### src/rtl/bridge_uart_tx.sv
// Read-response serializer: formats a 16-bit word as "M" + 4 hex digits + line terminator, sent 8N1.
// Define BRIDGE_UART_TX_CRLF_EN for a CR LF terminator (7-byte message); default is LF only (6 bytes).
module bridge_uart_tx #(
  parameter int CLOCKS_PER_BAUD = 868
) (
  input  logic        clk,
  input  logic        rst,
  input  logic [15:0] rdata_i,
  input  logic        rw_i,
  input  logic        valid_i,
  output logic        busy_o,
  output logic        tx
);

  localparam int CNT_W = $clog2(CLOCKS_PER_BAUD);
`ifdef BRIDGE_UART_TX_CRLF_EN
  localparam int         N_BYTES = 7;
  localparam logic [7:0] TERM_0  = 8'h0D;
`else
  localparam int         N_BYTES = 6;
  localparam logic [7:0] TERM_0  = 8'h0A;
`endif
  localparam logic [2:0]       LAST_BYTE = 3'(N_BYTES - 1);
  localparam logic [CNT_W-1:0] LAST_BAUD = CNT_W'(CLOCKS_PER_BAUD - 1);

  typedef enum logic { IDLE, SEND } top_t;
  typedef enum logic [1:0] { U_START, U_DATA, U_STOP } uart_t;

  top_t             top_q, top_d;
  uart_t            ust_q, ust_d;
  logic [2:0]       byte_q, byte_d;
  logic [2:0]       bit_q, bit_d;
  logic [CNT_W-1:0] baud_q, baud_d;
  logic             tx_q, tx_d;
  logic [15:0]      data_q;
  logic             load;
  logic             baud_last;
  logic [7:0]       cur_byte;

  function automatic logic [7:0] hex_ascii(input logic [3:0] nib);
    if (nib < 4'd10) return 8'h30 + {4'd0, nib};
    else             return 8'h37 + {4'd0, nib};
  endfunction

  function automatic logic [7:0] msg_byte(input logic [2:0] idx, input logic [15:0] d);
    case (idx)
      3'd0:    return 8'h4D;
      3'd1:    return hex_ascii(d[15:12]);
      3'd2:    return hex_ascii(d[11:8]);
      3'd3:    return hex_ascii(d[7:4]);
      3'd4:    return hex_ascii(d[3:0]);
      3'd5:    return TERM_0;
      default: return 8'h0A;
    endcase
  endfunction

  assign baud_last = (baud_q == LAST_BAUD);
  assign cur_byte  = msg_byte(byte_q, data_q);

  always_comb begin
    top_d  = top_q;
    ust_d  = ust_q;
    byte_d = byte_q;
    bit_d  = bit_q;
    baud_d = baud_q;
    tx_d   = tx_q;
    load   = 1'b0;
    case (top_q)
      IDLE: begin
        tx_d = 1'b1;
        if (valid_i && !rw_i) begin
          load   = 1'b1;
          top_d  = SEND;
          ust_d  = U_START;
          byte_d = 3'd0;
          bit_d  = 3'd0;
          baud_d = '0;
          tx_d   = 1'b0;
        end
      end
      SEND: begin
        baud_d = baud_last ? '0 : baud_q + 1'b1;
        // Bit boundaries: tx is loaded with the next bit on the edge that ends the current one.
        if (baud_last) begin
          case (ust_q)
            U_START: begin
              ust_d = U_DATA;
              bit_d = 3'd0;
              tx_d  = cur_byte[0];
            end
            U_DATA: begin
              if (bit_q == 3'd7) begin
                ust_d = U_STOP;
                tx_d  = 1'b1;
              end else begin
                bit_d = bit_q + 3'd1;
                tx_d  = cur_byte[bit_q + 3'd1];
              end
            end
            default: begin
              if (byte_q == LAST_BYTE) begin
                top_d = IDLE;
                ust_d = U_START;
                tx_d  = 1'b1;
              end else begin
                byte_d = byte_q + 3'd1;
                ust_d  = U_START;
                tx_d   = 1'b0;
              end
            end
          endcase
        end
      end
      default: top_d = IDLE;
    endcase
  end

  always_ff @(posedge clk) begin
    if (rst) begin
      top_q  <= IDLE;
      ust_q  <= U_START;
      byte_q <= 3'd0;
      bit_q  <= 3'd0;
      baud_q <= '0;
      tx_q   <= 1'b1;
    end else begin
      top_q  <= top_d;
      ust_q  <= ust_d;
      byte_q <= byte_d;
      bit_q  <= bit_d;
      baud_q <= baud_d;
      tx_q   <= tx_d;
    end
  end

  always_ff @(posedge clk) begin
    if (load) data_q <= rdata_i;
  end

  assign busy_o = (top_q == SEND);
  assign tx     = tx_q;

endmodule

### config.mk
export PLATFORM = sky130hd
export DESIGN_NAME = bridge_uart_tx
export DESIGN_NICKNAME = d
export VERILOG_FILES = /design/src/rtl/bridge_uart_tx.sv
export SDC_FILE = /design/constraint.sdc
export NUM_CORES = 1
export LEC_CHECK = 0
export BUFFER_PORTS_ARGS = -buffer_cell sky130_fd_sc_hd__buf_4
export CORE_ASPECT_RATIO = 2
export CORE_MARGIN = 8
export CORE_UTILIZATION = 45
export DETAILED_ROUTE_END_ITERATION = 7
export PLACE_DENSITY = 0.68
export SYNTH_ARGS = -nofsm -noshare
export SYNTH_HDL_FRONTEND = slang
export SYNTH_SLANG_ARGS = --single-unit
### constraint.sdc
create_clock -name clk -period 4.2 [get_ports clk]
set_clock_uncertainty 0.2 [all_clocks]
set_input_delay 0.84 -clock clk [delete_from_list [all_inputs] [get_ports clk]]
set_output_delay 0.84 -clock clk [all_outputs]
set_load 0.005 [all_outputs]
# Yosys cells after proc, flatten, opt, wreduce, memory -nomap -nowiden
# Index checks and enable logic that the tools add are counted.
# word_totals
ff_bits,36
inputBits,20
out_inout_bits,2
# op_classes
add_sub_neg,11
n_lt_le_gt_ge,5
eq_ne,15
n_mux,36
n_bitwise,1
n_reduce_logical,8
# ops
op,count
"6-bit by 4-bit adder with 7-bit output, first input constant",8
7-bit case mux with 5 select lines,1
7-bit 2-to-1 mux,4
10-bit 2-to-1 mux,2
10-bit case mux with 2 select lines,1
3-bit 2-to-1 mux,6
3-bit case mux with 2 select lines,3
"4-bit less-than comparator, second input constant",4
"10-bit by 1-bit adder with 10-bit output, second input constant",1
"10-bit equality test, second input constant",1
1-bit 2-to-1 mux,10
"3-bit equality test, second input constant",3
2-bit case mux with 2 select lines,2
4-bit AND reduction,2
"3-bit by 1-bit adder with 3-bit output, second input constant",2
"3-bit by 2-bit equality test with 1-bit output, second input constant",2
2-bit 2-to-1 mux,3
"2-bit != test, second input constant",3
"3-bit != test, second input constant",2
1-bit case mux with 2 select lines,3
"3-bit by 4-bit less-than comparator with 1-bit output, second input constant",1
1-bit binary-select mux with 3-bit select,1
"3-bit by 1-bit equality test with 1-bit output, second input constant",1
3-bit zero test,1
9 further kinds,9

# Logic depth before layout (Yosys ltp)
# logic_depth
depth_word,9
mapped_depth,10
ltp_nobuf,9

# Worst setup path after synthesis
# OpenSTA, ideal clock, no wires.
# synth_path
kind,input to register
from,in rw_i
to,"reg data_q[0], enable pin"
setup_time_ps,388
arrival_time_ps,1695
setup_slack_ps,1917
path_stages,2
n_path_buf,0
cell_sequence,nand2b_1 nor2_1
# synth_between
elab_chain_cells,4
# synth_lines
element,line,text
"start, declared",9,"input logic rw_i,"
1-bit zero test,71,if (valid_i && !rw_i) begin
1-bit logical AND,71,
1-bit 2-to-1 mux,71,
1-bit 2-to-1 mux,68,case (top_q)
net load,36,logic load;
"end signal, assigned",137,if (load) data_q <= rdata_i;
"end, declared",35,logic [15:0] data_q;
# The timed path passes the listed nets, and every way through them passes these cells.
# A chain may end at the register's enable or synchronous reset.

# Worst setup path in the final report
# layout_path
from,reg byte_q[2]
to,"reg tx_q, in the netlist tx"
# layout_between
elab_chain_cells,8
# layout_lines
element,line,text
"start, declared",31,"logic [2:0] byte_q, byte_d;"
"start signal, assigned",129,byte_q <= byte_d;
3-bit equality test (tied with other cells),46,case (idx)
7-bit case mux with 5 select lines,46,
1-bit binary-select mux with 3-bit select,97,tx_d = cur_byte[bit_q + 3'd1];
1-bit 2-to-1 mux (implied by the code),97,
1-bit 2-to-1 mux,92,if (bit_q == 3'd7) begin
1-bit case mux with 2 select lines (*),85,case (ust_q)
1-bit 2-to-1 mux (*),84,if (baud_last) begin
1-bit case mux with 2 select lines (*),68,
"end signal, assigned",132,tx_q <= tx_d;
"end, declared",34,"logic tx_q, tx_d;"
# Every way passes the cells marked *; elsewhere a longest branch is shown, timed or not. The select of a mux whose other input is x is not followed.

==> impl_metrics.env <==
export IMPL_status="finished, final reports clean"
export IMPL_vias_per_cell=5.781
export IMPL_ys_types=43
export IMPL_seqPwrFrac_pct=55.2
export IMPL_grt_max_degree=21
export IMPL_rsz0062_at_grt="no"
export IMPL_synth_common_cells="nand2_1 (29), a21oi_1 (26), dfxtp_1 (20), o21ai_0 (20), nor2_1 (18)"
export IMPL_netSwitchingFraction_pct=25.39
export IMPL_cp_startpoint="byte_q[2]"
export IMPL_fp_dieArea_sq_um=7305
export IMPL_r2r_cells=9
export IMPL_drt_iter0_markers=38
export IMPL_max_slew_margin_pct=64.63
export IMPL_criticalPathCategory="reg2reg"
export IMPL_syn_cell_area_sq_um=2123
export IMPL_root_buffer="clkbuf_8"
export IMPL_nets=300
export IMPL_clk_pin_slew_ns=0.07
export IMPL_h_tree_depth=2
export IMPL_cts_setup_buffers=0
export IMPL_portBuffers=21
export IMPL_grt_usage_pct=14.82
export IMPL_ys_seq_elements=36
export IMPL_finalWorstPathRequiredPeriod_ns=2.293
export IMPL_first_pass_iters=4
export IMPL_insertion_delay_ns=0.29
export IMPL_arrival_ns=2.26
export IMPL_worst_ep_required_time_ns=4.16
export IMPL_gp_congestion=0.9680
export IMPL_cp_start_kind="register"
export IMPL_postSynthCellCount=244
export IMPL_diodes=0
export IMPL_ys_flop_type="dfxtp_1"
export IMPL_clock_path_buffers=2
export IMPL_grt_pass1_wl_microns=8652
export IMPL_core_area_sq_um=4554
export IMPL_dp_hpwl_microns=4073
export IMPL_utilization_pct=53.21
export IMPL_placed_cell_area_sq_um=2341
export IMPL_yosysTopAreaCell="edfxtp_1"
export IMPL_finalCritPeriodShare_pct=54.61
export IMPL_std_cell_rows=35
export IMPL_r2r_start="byte_q[2]"
export IMPL_clock_sinks=36
export IMPL_cts_buffers=5
export IMPL_wire_per_inst_microns=15.63
export IMPL_ctsResizeCount=0
export IMPL_worst_hold_slack_ns=0.2932
export IMPL_die_h_microns=113.1
export IMPL_end_kind="register"
export IMPL_gr_total_overflow=0
export IMPL_crit_path_max_fanout=12
export IMPL_wl_microns=5065
export IMPL_p_leak_nw=0.9318
export IMPL_tritoncts="built"
export IMPL_synthToLayoutAreaGrowth_pct=14.14
export IMPL_power_frac_clock_pct=32.4
export IMPL_fmax_ghz=0.4360
export IMPL_initial_utilization_pct=46.62
export IMPL_p_sw_mw=0.1807
export IMPL_vias=1873
export IMPL_synth_most_common_cell="nand2_1"
export IMPL_comb_power_share_pct=12.4
export IMPL_regToRegEndpoint="tx"
export IMPL_synth_seq_area_share_pct=41.48
export IMPL_hold_buffers=0
export IMPL_io_pins=22
export IMPL_grt_pass1_vias=1926
export IMPL_hold_violations=0
export IMPL_internal_power_mw=0.5309
export IMPL_drc=0
export IMPL_maxCapViolCount=0
export IMPL_slew_violations=0
export IMPL_post_synth_main_area_contributors="edfxtp_1 (23%), dfxtp_1 (19%), ha_1 (7.1%), a21oi_1 (6.1%), nand2_1 (5.1%)"
export IMPL_yosysTopAreaCellShare_pct=22.63
export IMPL_hold_path_class="reg2reg"
export IMPL_final_cells=324
export IMPL_syn_nets=276
export IMPL_r2r_slack_ns=1.91
export IMPL_drive_gt1_share_pct=11.90
export IMPL_antenna_found_initial=0
export IMPL_placed_cells=316
export IMPL_die_w_microns=64.57
export IMPL_worst_pin_slew_ns=0.5298
export IMPL_setup_tns_ns=0
export IMPL_endpoint="tx"
export IMPL_setup_violations=0
export IMPL_stdcell_area_sq_um=2424
export IMPL_synthArstFlopShare_pct=0
export IMPL_ir_drop_uv=285.5
export IMPL_power_per_cell_area_nw_per_um2=293.6
export IMPL_final_antenna_net_count=0
export IMPL_synth_avg_cell_area_sq_um=8.702
export IMPL_synth_edff_count=16
export IMPL_yosys_warnings=0
[critical path, cell delays in order, from the launching register on]
cell      delay [ns]
dfxtp_1         0.50
inv_1           0.11
ha_1            0.29
nand2_1         0.11
o311ai_0        0.12
a31oi_1         0.19
a22o_1          0.16
a31oi_1         0.08
a221oi_1        0.29
o211ai_1        0.12
[worst min path at each step]
stage | cells after the start | start | slack, ns | to
floorplan | 2 | ust_q[0] | 0.25 | ust_q[0]
global placement | 2 | bit_q[1] | 0.27 | bit_q[1]
detailed placement | 2 | baud_q[3] | 0.28 | baud_q[3]
CTS | 2 | baud_q[3] | 0.29 | baud_q[3]
global route | 2 | byte_q[0] | 0.32 | byte_q[0]
finish | 2 | baud_q[3] | 0.29 | baud_q[3]
[stage by stage]
stage	power (mW)	worst slack (ns)
finish	0.7116	1.907
global route	0.7482	1.613
detailed placement	0.4895	1.794
floorplan	0.4530	1.917
global placement	0.4889	1.833
CTS	0.7214	1.887
[power groups by stage]
stage	clock (mW)	sequential, mW	combinational [mW]
2_1_floorplan	0	0.395	0.0577
3_3_place_gp	0	0.401	0.0881
3_5_place_dp	0	0.401	0.0888
4_1_cts	0.240	0.393	0.0890
5_1_grt	0.255	0.395	0.0984
6_report	0.231	0.393	0.0884
[placed cells by master (no fill, tap or decap), types with 2 or more instances in the layout]
cell type / count
a211oi_1: 4
a21boi_0: 2
a21o_1: 2
a21oi_1: 26
a31oi_1: 7
and3_1: 3
and4b_1: 4
buf_4: 23
clkbuf_8: 5
clkinv_2: 2
dfxtp_1: 20
edfxtp_1: 16
ha_1: 12
inv_1: 16
nand2_1: 29
nand2b_1: 6
nand3_1: 6
nand3b_1: 6
nand4b_1: 2
nor2_1: 18
nor2b_1: 6
nor4b_1: 2
o21ai_0: 20
o21bai_1: 2
o22ai_1: 3
o311ai_0: 2
or3_1: 4
xnor2_1: 4
[registers in the layout, indices dropped and copies added (netlist names)]
signal / count
busy_o: 1
bit_q: 3
data_q: 16
baud_q: 10
tx: 1
ust_q: 2
byte_q: 3
[per-layer routing]
layer  vias up  GRT usage (%)  share of wire (%)
met5         -              0                  0
met4         0          11.14                5.9
met3        22          2.572                2.2
met2        31          28.97                 59
met1       871          12.23                 32
li1        949              -                  -
[cell families (layout without fill, tap and decap cells)]
group | Yosys count | in the layout | share of synthesized area [%]
adder cells (fa/ha/maj) | 12 | 12 | 7.071
XOR/XNOR | 4 | 4 | 1.650
buffers and inverters | 22 | 47 | 3.948
AO/OA/AOI/OAI | 78 | 78 | 22.81
flip-flops | 36 | 36 | 41.48
AND/OR/NAND/NOR | 92 | 92 | 23.04
[area by class of cell]
class / count / area, sq um
tap: 55 / 68.82
inverter: 16 / 60.06
clock buffer: 5 / 68.82
multi-input combinational: 186 / 1159
clock inverter: 3 / 13.76
fill: 444 / 2131
sequential: 36 / 880.8
timing repair buffer: 23 / 172.7
(Power assumes the default switching activity.)
